File: src/rtl/mmul_pkg.sv
// Shared definitions for the N x N matrix multiplier: FSM encoding and width helpers.
package mmul_pkg;

    typedef enum logic [2:0] {
        IDLE   = 3'd0,
        LOAD_A = 3'd1,
        LOAD_B = 3'd2,
        CALC   = 3'd3,
        OUT    = 3'd4
    } mmul_state_e;

    // Ceiling log2; returns 1 for v <= 2 so index fields never collapse to zero width.
    function automatic int unsigned clog2(input int unsigned v);
        int unsigned r;
        r = 0;
        while ((32'd1 << r) < v) r++;
        return (r == 0) ? 1 : r;
    endfunction

    function automatic int unsigned acc_width(input int unsigned n, input int unsigned dw);
        return 2 * dw + clog2(n);
    endfunction

endpackage

File: src/rtl/mmul_mac.sv
// Signed multiply-accumulate with clear; result narrowed to 2*DW (saturating when MMUL_SAT_EN is defined).
module mmul_mac
    import mmul_pkg::*;
#(
    parameter int unsigned DW    = 8,
    parameter int unsigned ACC_W = 17
) (
    input  logic                 clk,
    input  logic                 rst,
    input  logic                 en,
    input  logic                 clr,
    input  logic signed [DW-1:0] a,
    input  logic signed [DW-1:0] b,
    output logic [2*DW-1:0]      res_c
);

    localparam int unsigned PW = 2 * DW;

    logic signed [PW-1:0]    prod;
    logic        [ACC_W-1:0] prod_ext;
    logic        [ACC_W-1:0] acc_q;
    logic        [ACC_W-1:0] acc_d;
    logic        [ACC_W-PW:0] acc_hi;

    assign prod     = a * b;
    assign prod_ext = {{(ACC_W-PW){prod[PW-1]}}, prod};
    assign acc_hi   = acc_q[ACC_W-1:PW-1];

    // Clear restarts the sum with the current product rather than zero.
    always_comb begin
        acc_d = acc_q;
        if (en) begin
            acc_d = (clr ? {ACC_W{1'b0}} : acc_q) + prod_ext;
        end
    end

    always_ff @(posedge clk or negedge rst) begin
        if (!rst) begin
            acc_q <= '0;
        end else begin
            acc_q <= acc_d;
        end
    end

`ifdef MMUL_SAT_EN
    always_comb begin
        res_c = acc_q[PW-1:0];
        if (!((&acc_hi) || !(|acc_hi))) begin
            res_c = acc_q[ACC_W-1] ? {1'b1, {(PW-1){1'b0}}} : {1'b0, {(PW-1){1'b1}}};
        end
    end
`else
    always_comb begin
        res_c = acc_q[PW-1:0];
        if (acc_hi == '0) begin
            res_c = acc_q[PW-1:0];
        end
    end
`endif

endmodule

File: src/rtl/mmul_nxn.sv
// N x N signed matrix multiplier: streams in A then B, runs N^3 MACs, streams out C with handshake.
// Define MMUL_SAT_EN to saturate results to the signed 2*DW range instead of wrapping.
module mmul_nxn
    import mmul_pkg::*;
#(
    parameter int unsigned N  = 2,
    parameter int unsigned DW = 8
) (
    input  logic            clk,
    input  logic            rst,
    input  logic            in_rdy,
    input  logic [DW-1:0]   in_data,
    output logic            read_in,
    output logic            out_rdy,
    output logic [2*DW-1:0] out_data,
    output logic            out_last,
    input  logic            out_ack,
    output logic            busy
);

    localparam int unsigned ACC_W = acc_width(N, DW);
    localparam int unsigned NN    = N * N;
    localparam int unsigned IW    = clog2(N);
    localparam int unsigned CW    = clog2(NN);
    localparam int unsigned OW    = 2 * DW;

    mmul_state_e state_q, state_d;
    logic [CW-1:0] cnt_q, cnt_d;
    logic [IW-1:0] i_q, i_d, j_q, j_d, k_q, k_d;
    logic [CW-1:0] out_idx_q, out_idx_d;
    logic [CW-1:0] st_idx_q, st_idx_d;
    logic          st_q, st_d;
    logic          out_rdy_q, out_rdy_d;
    logic          out_last_q, out_last_d;
    logic [OW-1:0] out_data_q, out_data_d;
    logic          read_in_q, read_in_d;
    logic          busy_q, busy_d;

    logic [DW-1:0] a_q [NN];
    logic [DW-1:0] a_d [NN];
    logic [DW-1:0] b_q [NN];
    logic [DW-1:0] b_d [NN];
    logic [OW-1:0] c_q [NN];
    logic [OW-1:0] c_d [NN];

    logic          accept;
    logic          mac_en, mac_clr;
    logic [DW-1:0] mac_a, mac_b;
    logic [OW-1:0] mac_res;

    function automatic logic [CW-1:0] idx(input logic [IW-1:0] r, input logic [IW-1:0] c);
        return CW'(r) * CW'(N) + CW'(c);
    endfunction

    assign accept = in_rdy && read_in_q;
    assign mac_a  = a_q[idx(i_q, k_q)];
    assign mac_b  = b_q[idx(k_q, j_q)];

    mmul_mac #(
        .DW    (DW),
        .ACC_W (ACC_W)
    ) u_mac (
        .clk   (clk),
        .rst   (rst),
        .en    (mac_en),
        .clr   (mac_clr),
        .a     (mac_a),
        .b     (mac_b),
        .res_c (mac_res)
    );

    always_comb begin
        state_d    = state_q;
        cnt_d      = cnt_q;
        i_d        = i_q;
        j_d        = j_q;
        k_d        = k_q;
        out_idx_d  = out_idx_q;
        st_idx_d   = st_idx_q;
        st_d       = 1'b0;
        out_rdy_d  = out_rdy_q;
        out_last_d = out_last_q;
        out_data_d = out_data_q;
        a_d        = a_q;
        b_d        = b_q;
        c_d        = c_q;
        mac_en     = 1'b0;
        mac_clr    = 1'b0;

        // A finished dot product lands in the MAC register one cycle after its last term.
        if (st_q) c_d[st_idx_q] = mac_res;

        case (state_q)
            IDLE: begin
                if (accept) begin
                    a_d[0]  = in_data;
                    cnt_d   = CW'(1);
                    state_d = LOAD_A;
                end
            end
            LOAD_A: begin
                if (accept) begin
                    a_d[cnt_q] = in_data;
                    if (cnt_q == CW'(NN - 1)) begin
                        cnt_d   = '0;
                        state_d = LOAD_B;
                    end else begin
                        cnt_d = cnt_q + CW'(1);
                    end
                end
            end
            LOAD_B: begin
                if (accept) begin
                    b_d[cnt_q] = in_data;
                    if (cnt_q == CW'(NN - 1)) begin
                        cnt_d   = '0;
                        i_d     = '0;
                        j_d     = '0;
                        k_d     = '0;
                        state_d = CALC;
                    end else begin
                        cnt_d = cnt_q + CW'(1);
                    end
                end
            end
            CALC: begin
                mac_en  = 1'b1;
                mac_clr = (k_q == '0);
                if (k_q == IW'(N - 1)) begin
                    st_d     = 1'b1;
                    st_idx_d = idx(i_q, j_q);
                    k_d      = '0;
                    if (j_q == IW'(N - 1)) begin
                        j_d = '0;
                        if (i_q == IW'(N - 1)) begin
                            i_d     = '0;
                            state_d = OUT;
                        end else begin
                            i_d = i_q + IW'(1);
                        end
                    end else begin
                        j_d = j_q + IW'(1);
                    end
                end else begin
                    k_d = k_q + IW'(1);
                end
            end
            OUT: begin
                if (!out_rdy_q) begin
                    out_rdy_d  = 1'b1;
                    out_last_d = 1'b0;
                    out_idx_d  = '0;
                    out_data_d = c_q[0];
                end else if (out_ack) begin
                    if (out_last_q) begin
                        out_rdy_d  = 1'b0;
                        out_last_d = 1'b0;
                        state_d    = IDLE;
                    end else begin
                        out_idx_d  = out_idx_q + CW'(1);
                        out_data_d = c_q[out_idx_q + CW'(1)];
                        out_last_d = ((out_idx_q + CW'(1)) == CW'(NN - 1));
                    end
                end
            end
            default: state_d = IDLE;
        endcase

        read_in_d = (state_d == IDLE) || (state_d == LOAD_A) || (state_d == LOAD_B);
        busy_d    = (state_d != IDLE);
    end

    always_ff @(posedge clk or negedge rst) begin
        if (!rst) begin
            state_q    <= IDLE;
            cnt_q      <= '0;
            i_q        <= '0;
            j_q        <= '0;
            k_q        <= '0;
            out_idx_q  <= '0;
            st_idx_q   <= '0;
            st_q       <= 1'b0;
            out_rdy_q  <= 1'b0;
            out_last_q <= 1'b0;
            out_data_q <= '0;
            read_in_q  <= 1'b1;
            busy_q     <= 1'b0;
            for (int n = 0; n < int'(NN); n++) c_q[n] <= '0;
        end else begin
            state_q    <= state_d;
            cnt_q      <= cnt_d;
            i_q        <= i_d;
            j_q        <= j_d;
            k_q        <= k_d;
            out_idx_q  <= out_idx_d;
            st_idx_q   <= st_idx_d;
            st_q       <= st_d;
            out_rdy_q  <= out_rdy_d;
            out_last_q <= out_last_d;
            out_data_q <= out_data_d;
            read_in_q  <= read_in_d;
            busy_q     <= busy_d;
            c_q        <= c_d;
        end
    end

    // Operand storage is fully reloaded before use, so it carries no reset.
    always_ff @(posedge clk) begin
        a_q <= a_d;
        b_q <= b_d;
    end

    assign read_in  = read_in_q;
    assign out_rdy  = out_rdy_q;
    assign out_last = out_last_q;
    assign out_data = out_data_q;
    assign busy     = busy_q;

endmodule

File: config.mk
export PLATFORM = sky130hd
export DESIGN_NAME = mmul_nxn
export DESIGN_NICKNAME = d
export VERILOG_FILES = /design/src/rtl/mmul_pkg.sv /design/src/rtl/mmul_mac.sv /design/src/rtl/mmul_nxn.sv
export SDC_FILE = /design/constraint.sdc
export NUM_CORES = 1
export LEC_CHECK = 0
export ABC_AREA = 1
export CAP_MARGIN = 40
export CORE_MARGIN = 3
export CORE_UTILIZATION = 60
export DETAILED_ROUTE_END_ITERATION = 8
export MAX_ROUTING_LAYER = met4
export PLACE_DENSITY = 0.78
export SLEW_MARGIN = 20
export SYNTH_ARGS = -nofsm -noshare
export SYNTH_HDL_FRONTEND = slang
export SYNTH_HIERARCHICAL = 1
export SYNTH_SLANG_ARGS = --single-unit
File: constraint.sdc
create_clock -name clk -period 7.8 [get_ports clk]
set_clock_uncertainty 0.05 [all_clocks]
set_input_delay 2.34 -clock clk [delete_from_list [all_inputs] [get_ports clk]]
set_output_delay 2.34 -clock clk [all_outputs]
set_load 0.005 [all_outputs]
# --- Word level (Yosys, flattened, before mapping) ---
# Index checks and enable logic that the tools add are counted.
totals:
  register_bits: 178
  input_bits: 12
  output_inout_bits: 20
op_classes:
  magnitude_cmp: 7
  bitwise_logic: 6
  n_reduce_logical: 22
  multipliers: 1
  add_sub_neg: 9
  n_eq_ne: 17
  muxes: 63
op_table:
  columns: ["op", "count"]
  rows:
  - ["$mux 16", 6]
  - ["$bwmux 32", 2]
  - ["$bwmux 64", 1]
  - ["$mux 8", 6]
  - ["$mux 3", 11]
  - ["$bmux 16 s2", 1]
  - ["$bmux 8 s2", 2]
  - ["$demux 16 s2", 1]
  - ["$mux 32", 1]
  - ["$mux 1", 18]
  - ["$add 17x17->17", 1]
  - ["$mux 17", 1]
  - ["$demux 8 s2", 1]
  - ["$mul 8x8->16", 1]
  - ["$ne 2x2->1 const B", 8]
  - ["$pmux 8 s2", 1]
  - ["$ge 3x3->1 const B", 5]
  - ["$not 2->3", 5]
  - ["$pmux 3 s5", 1]
  - ["$mux 2", 6]
  - ["$reduce_and 3->1", 4]
  - ["$eq 3x2->1 const B", 3]
  - ["$reduce_and 2->1", 4]
  - ["$add 2x1->2", 3]
  - ["18 further kinds", 32]

# --- Logic depth before layout (Yosys ltp) ---
# Gate-level depths: netlist (run 1).
logic_depth:
  word_depth: 8
  mapped_depth: 37

# --- Hierarchy ---
# Netlist (run 1), hierarchy kept.
by_module_without_submodules:
  columns: ["module", "cells_per_inst", "area_per_inst_um2", "instances"]
  rows:
  - ["mmul_nxn", 756, 7018.0, 1]
  - ["mmul_mac", 621, 4309.1, 1]

# --- Worst setup path before layout (run 1) ---
# Ideal clock, no wire load.
synth_path:
  path_kind: "register to register"
  start: "register j_q"
  end: "register u_mac.acc_q[15]"
  slack_ns: 1.828
  n_path_buf: 2
  path_stages_with_launch: 33
  setup_ns: 0.117
  arrival_time_ns: 5.805
  cell_sequence: "dfrtp_1 buf_2 inv_1 buf_2 nor2_1 o22ai_1 inv_1 or2_2 fa_1 fa_1 inv_1 fa_1 inv_1 fa_1 inv_1 ha_1 a21oi_1 nand2_1 nand4_1 nand3_1 nand2_1 nand2_1 a21oi_1 xnor2_1 ha_1 nand2_1 a21oi_1 a211oi_1 o211ai_2 inv_1 nand2_1 nand3_1 nand2_1"
synth_between:
  elab_chain_cells: 7
synth_lines:
  columns: ["element", "line", "source"]
  rows:
  - ["start, declared", "mmul_nxn.sv:29", "logic [IW-1:0] i_q, i_d, j_q, j_d, k_q, k_d;"]
  - ["start signal, assigned", "mmul_nxn.sv:193", "j_q <= j_d;"]
  - ["$add 2x1->2", "mmul_nxn.sv:52", "return CW'(r) * CW'(N) + CW'(c);"]
  - ["$not 2->3 (implied by the code)", "mmul_nxn.sv:57", "assign mac_b = b_q[idx(k_q, j_q)];"]
  - ["$bmux 8 s2", "mmul_nxn.sv:57", null]
  - ["$mux 8 (implied by the code) (2 in a row)", "mmul_nxn.sv:57", null]
  - ["named net mac_b[7]", "mmul_nxn.sv:48", "logic [DW-1:0] mac_a, mac_b;"]
  - ["$mul 8x8->16", "mmul_mac.sv:25", "assign prod = a * b;"]
  - ["$add 17x17->17", "mmul_mac.sv:33", "acc_d = (clr ? {ACC_W{1'b0}} : acc_q) + prod_ext;"]
  - ["end signal, assigned", "mmul_mac.sv:39", "acc_q <= '0;"]
  - ["end signal, assigned", "mmul_mac.sv:41", "acc_q <= acc_d;"]
  - ["end, declared", "mmul_mac.sv:21", "logic [ACC_W-1:0] acc_q;"]
# The timed path passes the listed nets, and every way through them passes these cells. The select of a mux whose other input is x is not followed.
# A chain may end at the register's enable or synchronous reset.

# --- Worst setup path in the final report (run 1) ---
layout_path:
  start: "register k_q"
  end: "register u_mac.acc_q[15]"
layout_between:
  elab_chain_cells: 7
layout_lines:
  columns: ["element", "line", "source"]
  rows:
  - ["start, declared", "mmul_nxn.sv:29", null]
  - ["start signal, assigned", "mmul_nxn.sv:194", "k_q <= k_d;"]
  - ["$add 2x1->2", "mmul_nxn.sv:52", null]
  - ["$not 2->3 (implied by the code)", "mmul_nxn.sv:57", null]
  - ["$bmux 8 s2", "mmul_nxn.sv:57", null]
  - ["$mux 8 (implied by the code) (2 in a row)", "mmul_nxn.sv:57", null]
  - ["named net mac_b[7]", "mmul_nxn.sv:48", null]
  - ["$mul 8x8->16", "mmul_mac.sv:25", null]
  - ["$add 17x17->17", "mmul_mac.sv:33", null]
# The timed path passes the listed nets, and every way through them passes these cells. The select of a mux whose other input is x is not followed.

==> flow_summary.yaml, run 1 <==
cells_and_area:
  utilization: 0.680
  n_antenna_cell: 0
  area_growth_pct: 9.71
  layout-drive-gt1-share: 0.0743
  nets: 1503
  fillers: 1496
  layoutNonFillerInstCount: 1628
placement:
  io_buffers: 31
  place_inst: 1593
  place.gp.congestion: 0.938
  place_ws_ns: 1.11
  place_hpwl_microns: 16400
cts:
  htree_num_levels: 4
  cts_root_buf: "clkbuf_16"
  cts.sinks: 177
  cts-buffers-inserted: 17
  clk_latency_ns: 0.44
  path_clk_slew_ns: 0.07
  cts_tree: "built"
  ctsLongestPathBuffers: 2
  postCtsSetupRepairBufs: 0
  cts_resized: 0
  cts_hold_buf: 0
critical_path:
  critical_path_required_ns: 8.08
  rr_worst_depth: 30
  cp-start-kind: "flip-flop"
  worstSetupStartpoint: "k_q"
  reg2reg_slack_ns: 1.02
  path_max_fanout: 25
  path_class: "flip-flop to flip-flop"
  critPathCaptureType: "flip-flop"
  slowest_delay_ns: 0.57
  r2r-end: "u_mac/acc_q[15]"
  arrival_ns: 7.05
  crit-reg2reg-launch: "k_q"
  cp-endpoint: "u_mac/acc_q[15]"
  cpMaxStageDelayCell: "inv_1"
detailed_routing:
  drtAntennaViolNets: 0
  first_iter_violations: 616
  route.detailed.drc: 0
  dr.pass1.iters: 5
  vias_per_cell: 5.31
  vias: 8638
  routed_wl_microns: 23300
  wl_per_cell_microns: 14.3
synth:
  synth_cell_types: 43
  syn_area_sq_um: 11300
  syn_avg_cell_area_sq_um: 8.23
  yosys_register_bits: 177
  synth-edff-count: 64
  synth_fp_nets: 1494
  async_flop_share: 0.638
  synthCells: 1377
  yosys_warnings: 6
  synth_top_flop_cell: "dfrtp_1"
  yosysSeqAreaShare: 0.419
sta:
  fin_crit_sh: 0.869
  setup_slack_ns: 1.02
  tns_ns: 0
  finalHoldViolCount: 0
  tightestPinTransition_ns: 0.793
  max_freq_ghz: 0.148
  drv_slew: 0
  setup_viol: 0
  relSlewSlack: 0.470
  rsz0062_at_grt: "no"
  finalCriticalPeriod_ns: 6.78
floorplanning:
  die_h_microns: 143
  start_util: 0.620
  core-area_sq_um: 18300
  num_rows: 49
  ios: 32
  die_width_microns: 143
  die_area_sq_um: 20600
global_routing:
  grt_max_degree: 59
  grt_pass1_vias: 8525
  antenna_found_initial: 0
  track_usage: 0.248
  globalRouteOverflowTotal: 0
  grt_pass1_wl_microns: 39800
flow_run:
  maxCapViolations: 0
status:
  status: "complete, no violations"
hold_path:
  min_path_type: "flip-flop to flip-flop"
  holdCritStartpoint: "out_data[10]"
cells by family (layout without fill, tap and decap cells):
kind of cell             Yosys count  after routing  share of synthesized area
AND/OR/NAND/NOR                  594            594                      0.219
buffers and inverters            293            315                      0.101
AO/OA/AOI/OAI                    183            183                     0.0875
flip-flops                       177            177                      0.419
adder cells (fa/ha/maj)          105            105                      0.153
XOR/XNOR                          25             25                     0.0193
registers in the layout (all words and copies together) (netlist names):
signal       count
c_q             64
state_q          3
st_q             1
read_in          1
out_last         1
k_q              1
u_mac/acc_q     16
busy             1
b_q             32
out_rdy          1
i_q              1
st_idx_q         2
out_idx_q        2
out_data        16
cnt_q            2
a_q             32
j_q              1
Yosys cell counts, drive strengths merged, types with 14 or more instances:
master / instances / area, sq um
nand2: 379 / 1470
inv: 232 / 871
nor2: 132 / 538
o21ai: 128 / 641
dfrtp: 112 / 2800
nand3: 70 / 385
edfxtp: 64 / 1920
fa: 56 / 1120
ha: 49 / 613
clkbuf: 40 / 150
a21oi: 22 / 118
buf: 20 / 123
o22ai: 19 / 119
xnor2: 14 / 123
worst max-delay path, delay by kind of cell (launching register included):
| kind | cells | cell delay [ns] |
|---|---|---|
| buffers and inverters | 6 | 0.98 |
| flip-flops | 1 | 0.39 |
| XOR/XNOR | 1 | 0.17 |
| adder cells (fa/ha/maj) | 6 | 2.75 |
| AO/OA/AOI/OAI | 7 | 1.28 |
| AND/OR/NAND/NOR | 10 | 1.03 |
per-stage QoR:
step                instance area, sq um  hold WS, ns
floorplan                          11300        0.403
global placement                   11800        0.410
detailed placement                 11800        0.415
CTS                                12400        0.435
global route                       12400        0.454
finish                             12400        0.427
worst min path at each step:
stage               depth (start not counted)  slack [ns]      endpoint
floorplan                                   2        0.40        c_q[0]
global placement                            2        0.41   out_data[9]
detailed placement                          2        0.41   out_data[7]
CTS                                         2        0.43  out_data[10]
global route                                2        0.45  out_data[10]
finish                                      2        0.43  out_data[10]
cells in the final DEF, fill, tap and decap left out, drive strengths merged, types with 2 or more instances in the layout:
cell type / n
inv: 245
nor2: 132
clkinv: 3
clkbuf: 18
nand2: 379
o21ai: 128
ha: 49
buf: 19
clkdlybuf4s50: 30
o22ai: 19
a21oi: 22
o21bai: 3
edfxtp: 64
nand4: 2
nand3b: 4
fa: 56
a211oi: 3
a31oi: 2
dfrtp: 112
nand3: 70
o211ai: 2
xnor2: 14
xor2: 11
or2: 6
area by class of cell:
class,count,area (sq um),area share
Multi-Input combinational cell,907,5430,0.437
Inverter,233,875,0.0704
Tap cell,229,287,0.0231
Sequential cell,177,4750,0.382
Timing Repair Buffer,50,462,0.0372
Clock buffer,17,425,0.0342
Clock inverter,15,194,0.0156
layer usage:
layer  GRT usage  share of wire
met1       0.314           0.43
met2       0.413           0.50
met3      0.0406          0.050
met4      0.0758          0.024
met5           -              0
Power of run 1 is left out: the tool's default activity adds up to more than one toggle a clock period on the data nets, which glitch-free logic cannot reach.
==> inputs of run 2 (changes only) <==
TNS_END_PERCENT = 100   (was unset)
==> results of run 2 <==
The final DEF is identical to that of run 1; final timing and power are the same.
Power of run 2 is left out for the same reason.
==> inputs of run 3 (changes only) <==
CTS_BUF_LIST = sky130_fd_sc_hd__clkbuf_4 sky130_fd_sc_hd__clkbuf_8   (was unset)
==> run 3 against run 2 <==
Fmax up 0.34%; register-to-register slack better by 0.02 ns; sequential cell count unchanged; critical path type unchanged; critical endpoint unchanged; highest routed layer unchanged.
==> flow_summary.yaml, run 3 (synthesis gave the netlist of run 1 again) <==
flow_run:
  maxCapViolations: 0
sta:
  relSlewSlack: 0.471
  tns_ns: 0
  max_freq_ghz: 0.148
  whs_ns: 0.434
  finalHoldViolCount: 0
  setup_viol: 0
  fin_crit_sh: 0.866
  finalCriticalPeriod_ns: 6.75
  tightestPinTransition_ns: 0.792
  drv_slew: 0
  rsz0062_at_grt: "no"
critical_path:
  cpMaxStageDelayCell: "inv_1"
  path_max_fanout: 25
  critPathCaptureType: "flip-flop"
  critical_path_required_ns: 8.11
  cp-start-kind: "flip-flop"
  path_class: "flip-flop to flip-flop"
  slowest_delay_ns: 0.57
  arrival_ns: 7.06
  critPathTopFamily: "adder cells"
  worstPathBufferInverterCount: 6
detailed_routing:
  vias: 8606
  dr.pass1.iters: 6
  vias_per_cell: 5.29
  drtAntennaViolNets: 0
  routed_wl_microns: 22900
  route.detailed.drc: 0
  first_iter_violations: 574
  wl_per_cell_microns: 14.1
cts:
  cts_tree: "built"
  postCtsSetupRepairBufs: 0
  cts_hold_buf: 0
  path_clk_slew_ns: 0.11
  ctsLongestPathBuffers: 2
  cts_resized: 0
  htree_num_levels: 4
  clk_latency_ns: 0.47
  cts_root_buf: "clkbuf_8"
  cts-buffers-inserted: 17
  cts.sinks: 177
status:
  status: "complete, no violations"
global_routing:
  grt_pass1_wl_microns: 39400
  globalRouteOverflowTotal: 0
  track_usage: 0.244
  grt_pass1_vias: 8397
  grt_max_degree: 59
  antenna_found_initial: 0
placement:
  place_hpwl_microns: 16400
  place.gp.congestion: 0.938
  io_buffers: 31
  place_inst: 1593
floorplanning:
  num_rows: 49
  start_util: 0.620
  ios: 32
  die_width_microns: 143
  die_h_microns: 143
  die_area_sq_um: 20600
  core-area_sq_um: 18300
cells_and_area:
  utilization: 0.670
  n_antenna_cell: 0
  largest_register_ffs: 64
  biggestRegsByFlops: "c_q (64), a_q (32), b_q (32)"
  layout-drive-gt1-share: 0.0743
  area_growth_pct: 8.02
  layout_common_cells: "nand2_1 (366), inv_1 (225), o21ai_0 (120), nor2_1 (117), dfrtp_1 (112)"
  regMostFlops: "c_q"
  nets: 1503
  layoutNonFillerInstCount: 1628
  mostFrequentLayoutCell: "nand2_1"
hold_path:
  min_path_type: "flip-flop to flip-flop"
## run 3: cell count changes in the layout (fill, tap and decap cells not counted)
cell | previous run | this run
clkbuf_16 | 17 | 0
clkbuf_8 | 0 | 17
## run 3: layout make-up
type                       instances  area [sq um]
inverter                         233           875
fill                            1527          6030
clock buffer                      17           234
multi-input combinational        907          5430
clock inverter                    15           194
sequential                       177          4750
tap                              229           287
timing repair buffer              50           462
## run 3: path summary, 6_finish.rpt
kind                              start               to  slack (ns)  cells after the start
min reg2reg                out_data[10]     out_data[10]        0.43                      2
max                                 k_q  u_mac/acc_q[15]        1.05                     30
min                        out_data[10]     out_data[10]        0.43                      2
max in group asynchronous           rst          c_q[24]        4.63                      2
min in group asynchronous           rst     out_idx_q[1]        1.86                      1
max reg2reg                         k_q  u_mac/acc_q[15]        1.05                     30
## run 3: stage by stage
stage          setup WS, ns  area [sq um]
3_3_place_gp           1.33         11800
6_report               1.05         12200
3_5_place_dp           1.11         11800
4_1_cts                1.08         12200
2_1_floorplan          1.83         11300
5_1_grt               0.529         12200
## run 3: per-layer routing
metal	global-route usage	share of wire	up-vias
li1	-	-	4296
met1	0.318	0.45	4051
met2	0.406	0.50	231
met3	0.0356	0.044	28
met4	0.0619	0.013	0
met5	-	0	-
## run 3: worst register-to-register path, delay by kind of cell (launching register included)
| kind | cells | cell delay [ns] |
|---|---|---|
| AO/OA/AOI/OAI | 7 | 1.25 |
| XOR/XNOR | 1 | 0.17 |
| adder cells (fa/ha/maj) | 6 | 2.76 |
| buffers and inverters | 6 | 0.99 |
| flip-flops | 1 | 0.41 |
| AND/OR/NAND/NOR | 10 | 1.03 |
Power of run 3 is left out for the same reason.
